### config.mk
export PLATFORM = sky130hd
export DESIGN_NAME = microstep_hbridge
export DESIGN_NICKNAME = d
export VERILOG_FILES = /design/src/rtl/microstep_hbridge.sv
export SDC_FILE = /design/constraint.sdc
export NUM_CORES = 1
export LEC_CHECK = 0
export ABC_AREA = 1
export BUFFER_PORTS_ARGS = -buffer_cell sky130_fd_sc_hd__buf_4
export CAP_MARGIN = 5
export CORE_UTILIZATION = 45
export DETAILED_ROUTE_END_ITERATION = 16
export GPL_TIMING_DRIVEN = 1
export PLACE_DENSITY = 0.74
export SLEW_MARGIN = 20
export SYNTH_ARGS = -nofsm -noshare
export SYNTH_HDL_FRONTEND = slang
export SYNTH_SLANG_ARGS = --single-unit
### constraint.sdc
create_clock -name clk -period 4.2 [get_ports clk]
set_clock_uncertainty 0.05 [all_clocks]
set_input_delay 0.21 -clock clk [delete_from_list [all_inputs] [get_ports clk]]
set_output_delay 0.21 -clock clk [all_outputs]
set_load 0.005 [all_outputs]
### src/rtl/microstep_hbridge.sv
`timescale 1ns/1ps
`default_nettype none
// ============================================================================
// Module   : microstep_hbridge
// Purpose  : Step/dir to sin/cos microstep position with current-scaled PWM
//            driving two H-bridge phase pin pairs, idle hold and fault latch.
// Revision : 1.0 - initial release
// ============================================================================
module microstep_hbridge #(
    parameter int PHASE_BITS      = 10,
    parameter int AMP_BITS        = 8,
    parameter int CURRENT_BITS    = 8,
    parameter int PWM_BITS        = 10,
    parameter int STEP_COUNT_BITS = 32,
    parameter int IDLE_BITS       = 24
) (
    input  logic                       clk,
    input  logic                       reset,
    input  logic                       step,
    input  logic                       dir,
    input  logic                       enable,
    input  logic                       brake,
    input  logic                       slow_decay,
    input  logic [3:0]                 microstep_shift,
    input  logic [CURRENT_BITS-1:0]    run_current,
    input  logic [CURRENT_BITS-1:0]    hold_current,
    input  logic [IDLE_BITS-1:0]       idle_timeout,
    input  logic                       fault,
    input  logic                       fault_clear,
    output logic                       phase_a1,
    output logic                       phase_a2,
    output logic                       phase_b1,
    output logic                       phase_b2,
    output logic                       vref_a,
    output logic                       vref_b,
    output logic [PHASE_BITS-1:0]      phase,
    output logic [STEP_COUNT_BITS-1:0] step_count,
    output logic                       hold_active,
    output logic                       fault_latched
);

    localparam int         c_IDX_BITS  = PHASE_BITS - 2;
    localparam int         c_Q         = 2 ** c_IDX_BITS;
    localparam int         c_PROD_BITS = AMP_BITS + CURRENT_BITS;
    localparam int         c_SHIFT     = c_PROD_BITS - PWM_BITS;
    localparam logic [3:0] c_MS_MAX    = 4'(PHASE_BITS - 2);
    localparam real        c_PI        = 3.14159265358979323846;
    localparam real        c_AMAX      = real'((2 ** AMP_BITS) - 1);

    // Quarter-wave cosine table, resolved entirely at elaboration.
    logic [AMP_BITS-1:0] w_rom [c_Q];
    for (genvar gi = 0; gi < c_Q; gi++) begin : g_rom
        localparam int c_VAL = $rtoi(c_AMAX * $cos(c_PI / 2.0 * real'(gi) / real'(c_Q)) + 0.5);
        assign w_rom[gi] = AMP_BITS'(c_VAL);
    end

    logic                       r_sync1, r_sync2, r_prev, r_edge;
    logic [PHASE_BITS-1:0]      r_phase;
    logic [STEP_COUNT_BITS-1:0] r_count;
    logic [IDLE_BITS-1:0]       r_idle;
    logic                       r_hold;
    logic                       r_fault;
    logic [CURRENT_BITS-1:0]    r_cur;
    logic [PWM_BITS-1:0]        r_cnt;

    logic                       w_accept;
    logic [3:0]                 w_ms_eff;
    logic [PHASE_BITS-1:0]      w_inc;
    logic [IDLE_BITS-1:0]       w_idle_next;

    assign w_accept = r_edge & ~r_fault;
    assign w_ms_eff = (microstep_shift > c_MS_MAX) ? c_MS_MAX : microstep_shift;
    assign w_inc    = PHASE_BITS'(1) << (c_MS_MAX - w_ms_eff);

    always_comb begin
        w_idle_next = r_idle;
        if (w_accept)
            w_idle_next = '0;
        else if (r_idle >= idle_timeout)
            w_idle_next = idle_timeout;
        else
            w_idle_next = r_idle + IDLE_BITS'(1);
    end

    always_ff @(posedge clk) begin
        if (reset) begin
            r_sync1 <= 1'b0;
            r_sync2 <= 1'b0;
            r_prev  <= 1'b0;
            r_edge  <= 1'b0;
            r_phase <= '0;
            r_count <= '0;
            r_idle  <= '0;
            r_hold  <= 1'b0;
            r_fault <= 1'b0;
            r_cur   <= '0;
            r_cnt   <= '0;
        end else begin
            r_sync1 <= step;
            r_sync2 <= r_sync1;
            r_prev  <= r_sync2;
            r_edge  <= r_sync2 & ~r_prev;
            if (w_accept) begin
                r_phase <= dir ? (r_phase + w_inc) : (r_phase - w_inc);
                r_count <= dir ? (r_count + STEP_COUNT_BITS'(1)) : (r_count - STEP_COUNT_BITS'(1));
            end
            r_idle <= w_idle_next;
            // Evaluated on the next counter value so an accepted step always wins.
            r_hold <= (w_idle_next == idle_timeout) && (idle_timeout != '0);
            if (fault)
                r_fault <= 1'b1;
            else if (fault_clear)
                r_fault <= 1'b0;
            r_cur <= r_hold ? hold_current : run_current;
            r_cnt <= r_cnt + PWM_BITS'(1);
        end
    end

    logic [1:0] w_vref_q, w_pin1_q, w_pin2_q;

    // Channel 0 is phase A, channel 1 is phase B lagging by a full step.
    for (genvar gc = 0; gc < 2; gc++) begin : g_ch
        localparam logic [PHASE_BITS-1:0] c_OFF = (gc == 0) ? '0 : PHASE_BITS'(c_Q);

        logic [PHASE_BITS-1:0]  w_p;
        logic [1:0]             w_q;
        logic [c_IDX_BITS-1:0]  w_i;
        logic [AMP_BITS-1:0]    w_amp;
        logic [c_PROD_BITS-1:0] w_prod;
        logic                   w_vref;
        logic [AMP_BITS-1:0]    r_amp;
        logic                   r_neg_amp;
        logic [PWM_BITS-1:0]    r_duty;
        logic                   r_neg_duty;
        logic                   r_vref, r_pin1, r_pin2;

        assign w_p = r_phase - c_OFF;
        assign w_q = w_p[PHASE_BITS-1 -: 2];
        assign w_i = w_p[c_IDX_BITS-1:0];

        always_comb begin
            w_amp = w_rom[w_i];
            if (w_q[0])
                w_amp = (w_i == '0) ? '0 : w_rom[c_IDX_BITS'(0) - w_i];
        end

        assign w_prod = c_PROD_BITS'(r_amp) * c_PROD_BITS'(r_cur);
        assign w_vref = r_duty > r_cnt;

        always_ff @(posedge clk) begin
            if (reset) begin
                r_amp      <= '0;
                r_neg_amp  <= 1'b0;
                r_duty     <= '0;
                r_neg_duty <= 1'b0;
                r_vref     <= 1'b0;
                r_pin1     <= 1'b0;
                r_pin2     <= 1'b0;
            end else begin
                r_amp      <= w_amp;
                r_neg_amp  <= w_q[0] ^ w_q[1];
                r_duty     <= PWM_BITS'(w_prod >> c_SHIFT);
                r_neg_duty <= r_neg_amp;
                r_vref     <= w_vref;
                if (r_fault) begin
                    r_pin1 <= 1'b0;
                    r_pin2 <= 1'b0;
                end else if (!enable) begin
                    r_pin1 <= brake;
                    r_pin2 <= brake;
                end else if (w_vref) begin
                    r_pin1 <= ~r_neg_duty;
                    r_pin2 <= r_neg_duty;
                end else begin
                    r_pin1 <= slow_decay;
                    r_pin2 <= slow_decay;
                end
            end
        end

        assign w_vref_q[gc] = r_vref;
        assign w_pin1_q[gc] = r_pin1;
        assign w_pin2_q[gc] = r_pin2;
    end

    assign phase_a1      = w_pin1_q[0];
    assign phase_a2      = w_pin2_q[0];
    assign phase_b1      = w_pin1_q[1];
    assign phase_b2      = w_pin2_q[1];
    assign vref_a        = w_vref_q[0];
    assign vref_b        = w_vref_q[1];
    assign phase         = r_phase;
    assign step_count    = r_count;
    assign hold_active   = r_hold;
    assign fault_latched = r_fault;

endmodule
`default_nettype wire

== Word level (Yosys, flattened, before mapping) ==
Memory sizes are Yosys's and may differ from the RTL's.
Cells that the tools add are included.
Storage, ports and cells
  register bits after elaboration: 136
  input bits: 53
  output and inout bits: 50
  memories kept: 4
  memory bits (read-only): 8192
Memory list
  (name not given): words 256, width 8, read ports 1, clocked after Yosys merged registers in 0, write ports 0, line 144  | w_amp = (w_i == '0) ? '0 : w_rom[c_IDX_BITS'(0) - w_i];
  (name not given): words 256, width 8, read ports 1, clocked after Yosys merged registers in 0, write ports 0, line 142  | w_amp = w_rom[w_i];
  (name not given): words 256, width 8, read ports 1, clocked after Yosys merged registers in 0, write ports 0, line 144
  (name not given): words 256, width 8, read ports 1, clocked after Yosys merged registers in 0, write ports 0, line 142
Operators by class
  bitwise operators: 12
  add/sub/neg operators: 10
  eq/ne operators: 1
  shift operators: 1
  muxes and demuxes: 28
  reduce and logical (&&, ||, !) cells: 6
  $mul: 2
  magnitude comparators: 8
Operators by type and width (number)
  8-bit two-way mux: 13
  24-bit two-way mux: 2
  9-bit >= comparator, second input constant: 4
  8-bit NOT with 9-bit output: 4
  32-bit by 1-bit adder with 32-bit output, second input constant: 1
  8-bit by 8-bit multiplier with 16-bit output: 2
  32-bit two-way mux: 1
  32-bit by 1-bit subtractor with 32-bit output, second input constant: 1
  24-bit by 1-bit adder with 24-bit output, second input constant: 1
  24-bit == test: 1
  24-bit >= comparator: 1
  24-bit nonzero test: 1
  10-bit > comparator: 2
  8-bit zero test: 2
  1-bit by 8-bit subtractor with 8-bit output, first input constant: 2
  10-bit by 1-bit adder with 10-bit output, second input constant: 1
  10-bit adder: 1
  1-bit two-way mux: 10
  10-bit two-way mux: 1
  1-bit by 4-bit << shifter with 10-bit output, first input constant: 1
  10-bit subtractor: 1
  10-bit by 9-bit subtractor with 10-bit output, second input constant: 1
  4-bit > comparator, second input constant: 1
  4-bit two-way mux: 1
  other kinds (7): 12

== Longest topological paths before layout ==
Gate-level depths: netlist (run 1).
  word-level depth: 8
  depth in mapped cells: 23

== Least setup slack after synthesis (run 1) ==
OpenSTA, ideal clock, no wires.
  path type: flip-flop to flip-flop
  from: reg r_cur[7]
  to: reg g_ch[1].r_duty[8]
  arrival time: 4122 ps
  cell stages (with the launch flop): 18
  buffers on the path: 2
  path slack: -87 ps
  cell sequence: dfxtp_1 > clkbuf_1 > clkbuf_1 > nand2_1 > fa_1 > fa_1 > inv_1 > fa_1 > inv_1 > fa_1 > inv_1 > ha_1 > a21oi_1 > o21ai_0 > a221oi_1 > nand3_1 > nand2_1 > nor2_1
Between the ends
  longest elaborated chain between the ends: 1
Ends and longest elaborated chain
  from (decl): line 63  | logic [CURRENT_BITS-1:0] r_cur;
  from (signal assigned): line 114  | r_cur <= r_hold ? hold_current : run_current;
  8-bit by 8-bit multiplier with 16-bit output: line 147  | assign w_prod = c_PROD_BITS'(r_amp) * c_PROD_BITS'(r_cur);
  to (signal assigned): line 162  | r_duty <= PWM_BITS'(w_prod >> c_SHIFT);
  to (decl): line 133  | logic [PWM_BITS-1:0] r_duty;
No other way between the ends.
A chain may end at the register's enable or synchronous reset.

== Worst setup path after layout (run 1) ==
  from: reg r_cur[4]
  to: reg g_ch[0].r_duty[6]
Between the ends
  longest elaborated chain between the ends: 1
Ends and longest elaborated chain (line)
  8-bit by 8-bit multiplier with 16-bit output: 147
  to (signal assigned): 162
  to (decl): 133
No other way between the ends.

==> results of run 1 <==
==> area by class of cell <==
class                   instances  area [µm²]  area share, %
multi-input cells            1883       11700           61.9
flip-flops and latches        136        2760           14.6
inverters                     479        1800           9.53
repair buffers                176        1370           7.26
well taps                     461         577           3.06
clock buffers                  21         480           2.55
clock inverters                11         193           1.02
==> layer usage <==
layer	track usage [%]	vias to the layer above	wire length [µm]
met5	0	-	0
met4	10.5	0	1650
met3	4.02	126	3360
met2	43.7	692	23100
met1	32.0	8004	20900
li1	-	8577	-
==> timing repair <==
item / in CTS / in global routing
pin swaps: 0 / 9
resized for setup: 4 / 50
endpoints found under the hold margin: 9 / 0
endpoints found under the setup margin: 7 / 14
hold buffers: 14 / 0
buffers inserted: 0 / 10
==> tightest hold or removal path, delay by kind of cell <==
family | cells | cell delay, ns
AO/OA/AOI/OAI | 1 | 0.06
AND/OR/NAND/NOR | 1 | 0.11
buffers and inverters | 1 | 0.08
==> logic make-up (layout without fill, tap and decap cells) <==
| kind of cell | count (synthesis) | after routing | share of synthesized area, % |
|---|---|---|---|
| AOI/OAI and AO/OA | 508 | 508 | 17.8 |
| xor gates and xnor gates | 45 | 45 | 2.43 |
| adders and majority gates | 245 | 245 | 21.8 |
| buffers and inverters | 580 | 687 | 13.8 |
| DFF | 136 | 136 | 16.4 |
| and+or+nand+nor | 1085 | 1085 | 27.6 |
==> sequential cells by signal, summed over array words and instances (netlist names), 2 cells and up <==
| signal | cells |
|---|---|
| step_count | 32 |
| g_ch.r_amp | 16 |
| g_ch.r_neg_duty | 2 |
| g_ch.r_duty | 20 |
| g_ch.r_neg_amp | 2 |
| r_cnt | 10 |
| r_cur | 8 |
| r_idle | 24 |
| phase | 10 |
==> through the flow <==
step,power [mW],setup WS [ns],hold WS (ns),utilization [%]
after floorplan,2.85,0.00269,0.267,-
after global placement,3.33,0.00162,0.328,49.5
after detailed placement,3.38,-0.0455,0.332,49.5
after CTS,5.16,0.0180,0.00342,51.8
after global routing,5.56,-0.0715,0.0106,52.5
final,5.22,0.119,0.00882,52.5
==> placed cells by master (no fill, tap or decap), types with 45 or more instances in the layout <==
master	Yosys	final
fa_1	73	71
nor2_1	264	264
dfxtp_1	136	118
nand3_1	112	112
nand4_1	45	45
nand2_1	586	582
o21ai_0	166	165
inv_1	463	463
ha_1	172	166
a21oi_1	171	162
buf_4	3	160
==> path summary, 6_finish.rpt <==
| kind | startpoint | to | slack (ns) | cells after the start |
|---|---|---|---|---|
| min reg2reg | r_prev | r_edge | 0.35 | 1 |
| max | r_cur[4] | g_ch[0].r_duty[6] | 0.12 | 20 |
| max reg2reg | r_cur[4] | g_ch[0].r_duty[6] | 0.12 | 20 |
| min | run_current[2] | r_cur[2] | 0.009 | 3 |
==> power by group <==
part | switching (mW) | internal [mW] | total, mW
combinational | 1.20 | 0.744 | 1.95
sequential | 0.114 | 1.40 | 1.52
clock | 0.638 | 1.12 | 1.75
total | 1.96 | 3.27 | 5.22
==> impl_metrics.py, run 1 <==
metrics = {
    "run_status": {
        "status": "finished clean",
    },
    "clocking": {
        "insertion_delay_ns": 0.45,
        "cts_buffers": 17,
        "path_clk_slew_ns": 0.06,
        "clockBufferDepth": 2,
        "cts.sinks": 136,
        "cts_tree": "done",
        "h-tree-depth": 4,
        "cts_root_buf": "clkbuf_16",
    },
    "yosys": {
        "synth_cells": 2599,
        "synth_area_um2": 16600,
        "yosysUniqueCellTypes": 65,
        "synthArstFlopShare_pct": 0,
        "synth_common_cells": "nand2_1 (586), inv_1 (463), nor2_1 (264), ha_1 (172), a21oi_1 (171)",
        "avgSynthCellArea_um2": 6.37,
        "synth_area_leader_cell": "dfxtp_1",
        "ys_seq_area_share_pct": 16.4,
        "yosys_warnings": 0,
        "yosys.area.top_type_share_pct": 16.4,
        "synth_nets": 2897,
        "ys.flop_type": "dfxtp_1",
        "synth.most_common_cell": "nand2_1",
        "synth_seq_cells": 136,
        "synth_edf_count": 0,
        "yosys-top-cells-area": "dfxtp_1 (16%), nand2_1 (13%), ha_1 (13%)",
    },
    "finish": {
        "syn_to_final_growth_pct": 14.0,
        "nNetsFinal": 2991,
        "fillCellCount": 3479,
        "finalNonFillerCells": 3167,
        "drive_above_1_share_pct": 10.8,
        "diodes": 0,
        "fin_area_um2": 18900,
    },
    "routing": {
        "drc_errors": 0,
        "wl_per_cell_um": 15.4,
        "first_iter_violations": 1734,
        "routed_wl_um": 48900,
        "vias": 17400,
        "viasPerCell": 5.49,
        "drt_pre_antenna_iters": 7,
        "ant_nets": 0,
    },
    "timing": {
        "worst_pin_slew_ns": 0.691,
        "finalMaxSlewViolations": 0,
        "relSlewSlack_pct": 53.8,
        "period_needed_ns": 4.08,
        "grt_setup_unrepaired": "yes",
        "setup_viol": 0,
        "tns_ns": 0,
        "fmax_mhz": 245,
        "period_share_pct": 97.2,
        "hold_viol": 0,
    },
    "power_and_ir_drop": {
        "ir_drop_mv": 0.305,
        "power_leakage_nw": 10.3,
        "cellPowerDensity_nw_per_um2": 277,
    },
    "job": {
        "drv_cap": 0,
    },
    "worst_setup_path": {
        "crit_family": "adder cells",
        "cp_cell_sequence": "clkbuf_4 > nand2_1 > inv_1 > fa_1 > fa_1 > fa_1 > inv_1 > fa_1 > inv_1 > ha_4 > buf_4 > nand2_1 > inv_1 > nand2_1 > nand2_2 > nand2_1 > nand2_1 > nand3_1 > nand2_1 > a21oi_1",
        "cp_common_cell": "nand2_1",
        "cp_slowest_stage_delay_ns": 0.56,
        "crit_buf_inv": 6,
        "worst_setup_path_start_kind": "register",
        "cp.arrival_ns": 4.37,
        "critPathMaxFanout": 8,
        "required_ns": 4.49,
        "cp-end-kind": "register",
        "critPathKind": "register to register",
        "slowest_stage": "fa_1",
    },
    "die": {
        "io_pins": 103,
        "die_area_um2": 37600,
        "die_x_um": 194,
        "initial_core_util_pct": 46.1,
        "core_um2": 35900,
        "rows": 69,
        "dieHeight_um": 194,
    },
    "global_route": {
        "grt_pass1_wl_um": 79900,
        "grt_pass1_vias": 16700,
        "grt_max_degree": 52,
        "grt_usage_pct": 25.6,
        "grt_remaining_overflow": 0,
        "antenna_found_initial": 0,
    },
    "place": {
        "gp_congestion": 0.980,
        "hpwlAfterDp_um": 36800,
        "place_area_um2": 17800,
        "io_buffers": 102,
        "placedCellCount": 3111,
    },
    "hold_path": {
        "hold_path_class": "input pin to register",
    },
}
No activity file was read; power rests on OpenSTA's default activity.
==> inputs of run 2 (changes only) <==
--- a/config.mk
+++ b/config.mk
@@ -9,9 +9,10 @@
 export BUFFER_PORTS_ARGS = -buffer_cell sky130_fd_sc_hd__buf_4
 export CAP_MARGIN = 5
 export CORE_UTILIZATION = 45
+export CTS_CLUSTER_DIAMETER = 30
 export DETAILED_ROUTE_END_ITERATION = 16
-export GPL_TIMING_DRIVEN = 1
 export PLACE_DENSITY = 0.74
+export RECOVER_POWER = 25
 export SLEW_MARGIN = 20
 export SYNTH_ARGS = -nofsm -noshare
 export SYNTH_HDL_FRONTEND = slang
==> impl_metrics.py, run 2 (synthesis gave the netlist of run 1 again) <==
metrics = {
    "timing": {
        "hold_viol": 0,
        "period_needed_ns": 4.08,
        "worst_pin_slew_ns": 0.710,
        "grt_setup_unrepaired": "yes",
        "worst_slack_ns": 0.116,
        "fmax_mhz": 245,
        "setup_viol": 0,
        "period_share_pct": 97.2,
        "finalMaxSlewViolations": 0,
        "relSlewSlack_pct": 52.6,
    },
    "worst_setup_path": {
        "cp_slowest_stage_delay_ns": 0.56,
        "cp-end-kind": "register",
        "required_ns": 4.49,
        "r2r-start": "r_cur[4]",
        "cp.arrival_ns": 4.37,
        "critPathKind": "register to register",
        "worstRegToRegCells": 20,
        "cp_common_cell": "nand2_1",
        "ff2ff_setup_slack_ns": 0.12,
        "regToRegEndpoint": "g_ch[0].r_duty[6]",
        "slowest_stage": "fa_1",
        "cp_cell_sequence": "clkbuf_4 > nand2_1 > inv_1 > fa_1 > fa_1 > fa_1 > inv_1 > fa_1 > inv_1 > ha_4 > buf_4 > nand2_1 > inv_1 > nand2_1 > nand2_2 > nand2_1 > nand2_1 > nand3_1 > nand2_1 > a21oi_1",
        "worst_setup_path_start_kind": "register",
        "critPathMaxFanout": 8,
    },
    "routing": {
        "viasPerCell": 5.49,
        "wl_per_cell_um": 15.4,
        "routed_wl_um": 48800,
        "drt_pre_antenna_iters": 6,
        "first_iter_violations": 1839,
        "vias": 17400,
        "drc_errors": 0,
        "ant_nets": 0,
    },
    "power_and_ir_drop": {
        "p_switching_mw": 1.95,
        "power_mw": 5.22,
        "pwr-share-clk_pct": 33.6,
        "ir_drop_mv": 0.302,
        "power_leakage_nw": 10.2,
        "power_switching_share_pct": 37.5,
        "combPwrFrac_pct": 37.3,
        "cellPowerDensity_nw_per_um2": 277,
        "seqPwrFrac_pct": 29.1,
        "p_int_mw": 3.26,
    },
    "global_route": {
        "grt_max_degree": 52,
        "grt_usage_pct": 25.6,
        "grt_pass1_wl_um": 79900,
        "grt_pass1_vias": 16700,
        "grt_remaining_overflow": 0,
        "antenna_found_initial": 0,
    },
    "finish": {
        "fin_area_um2": 18800,
        "fillCellCount": 3486,
        "fin_util_pct": 52.4,
        "diodes": 0,
        "mostFrequentLayoutCell": "nand2_1",
        "multi_input_area_um2": 11700,
        "drive_above_1_share_pct": 10.5,
        "nNetsFinal": 2991,
        "finalNonFillerCells": 3167,
        "final_cell_mix": "nand2_1 (582), inv_1 (463), nor2_1 (264)",
        "largest_reg_flops": 32,
        "syn_to_final_growth_pct": 13.8,
        "regArea_um2": 2760,
    },
    "place": {
        "place_area_um2": 17800,
        "io_buffers": 102,
        "placedCellCount": 3111,
        "gp_congestion": 0.980,
        "hpwlAfterDp_um": 36800,
        "dpl_worst_slack_ns": -0.0455,
    },
    "die": {
        "dieHeight_um": 194,
        "initial_core_util_pct": 46.1,
        "rows": 69,
        "io_pins": 103,
        "die_x_um": 194,
        "die_area_um2": 37600,
        "core_um2": 35900,
    },
    "clocking": {
        "h-tree-depth": 4,
        "path_clk_slew_ns": 0.06,
        "cts_root_buf": "clkbuf_16",
        "cts.sinks": 136,
        "cts_buffers": 17,
        "clockBufferDepth": 2,
        "cts_tree": "done",
        "insertion_delay_ns": 0.45,
    },
    "hold_path": {
        "whs_endpoint": "r_cur[7]",
        "hold_path_class": "input pin to register",
        "holdPathStages": 3,
        "hold_start": "hold_current[7]",
    },
    "job": {
        "drv_cap": 0,
    },
    "run_status": {
        "status": "finished clean",
    },
}
[run 2: cell types whose count changed in the layout (fill, tap and decap cells not counted)]
cell | before | now
buf_4 | 160 | 130
clkbuf_4 | 1 | 22
clkbuf_1 | 0 | 9
[run 2: power groups by stage]
stage / Combinational, mW / Sequential [mW] / Clock [mW]
6_report: 1.94 / 1.52 / 1.75
5_1_grt: 2.20 / 1.53 / 1.82
4_1_cts: 1.87 / 1.52 / 1.78
3_5_place_dp: 1.84 / 1.54 / 0
3_3_place_gp: 1.79 / 1.54 / 0
2_1_floorplan: 1.36 / 1.49 / 0
[run 2: per-stage QoR]
step	hold slack, ns	setup TNS (ns)
after CTS	0.00342	0
after global placement	0.328	0
final	0.0158	0
after global routing	0.0106	-0.280
after detailed placement	0.332	-0.143
after floorplan	0.267	0
[run 2: worst max-delay path by stage]
| stage | end | startpoint |
|---|---|---|
| detailed placement | g_ch[1].r_duty[8] | r_cur[3] |
| CTS | g_ch[1].r_duty[8] | g_ch[1].r_amp[3] |
| floorplan | g_ch[1].r_duty[8] | r_cur[3] |
| global route | g_ch[1].r_duty[8] | r_cur[5] |
| finish | g_ch[0].r_duty[6] | r_cur[4] |
| global placement | g_ch[1].r_duty[8] | r_cur[4] |
[run 2: area by class of cell]
cell class                 instances  share of cell area, %
sequential                       136                   14.7
tap                              461                   3.06
multi-input combinational       1883                   62.1
clock inverter                    11                   1.02
inverter                         479                   9.55
clock buffer                      21                   2.55
timing repair buffer             176                   7.09
[run 2: routing by layer]
layer	track usage (%)	part of all wire [%]	wire length [µm]	up-vias
met5	0	0	0	-
met4	10.5	3.3	1630	0
met3	4.02	6.8	3320	135
met2	43.7	47	23000	692
met1	32.0	43	20800	8001
li1	-	-	-	8563
[run 2: worst max-delay path, delay by kind of cell, from the launching register on]
family	cells	cell delay (ns)
fa+ha+maj	5	2.36
simple gates	8	0.60
buf+inv	6	0.53
flops	1	0.38
compound gates	1	0.04
[run 2: repair_timing]
action / CTS / global route
hold endpoints to repair: 9 / 0
gates resized for setup: 4 / 50
pin swaps: 0 / 9
setup endpoints to repair: 7 / 14
hold buffers: 14 / 0
setup buffers: 0 / 10
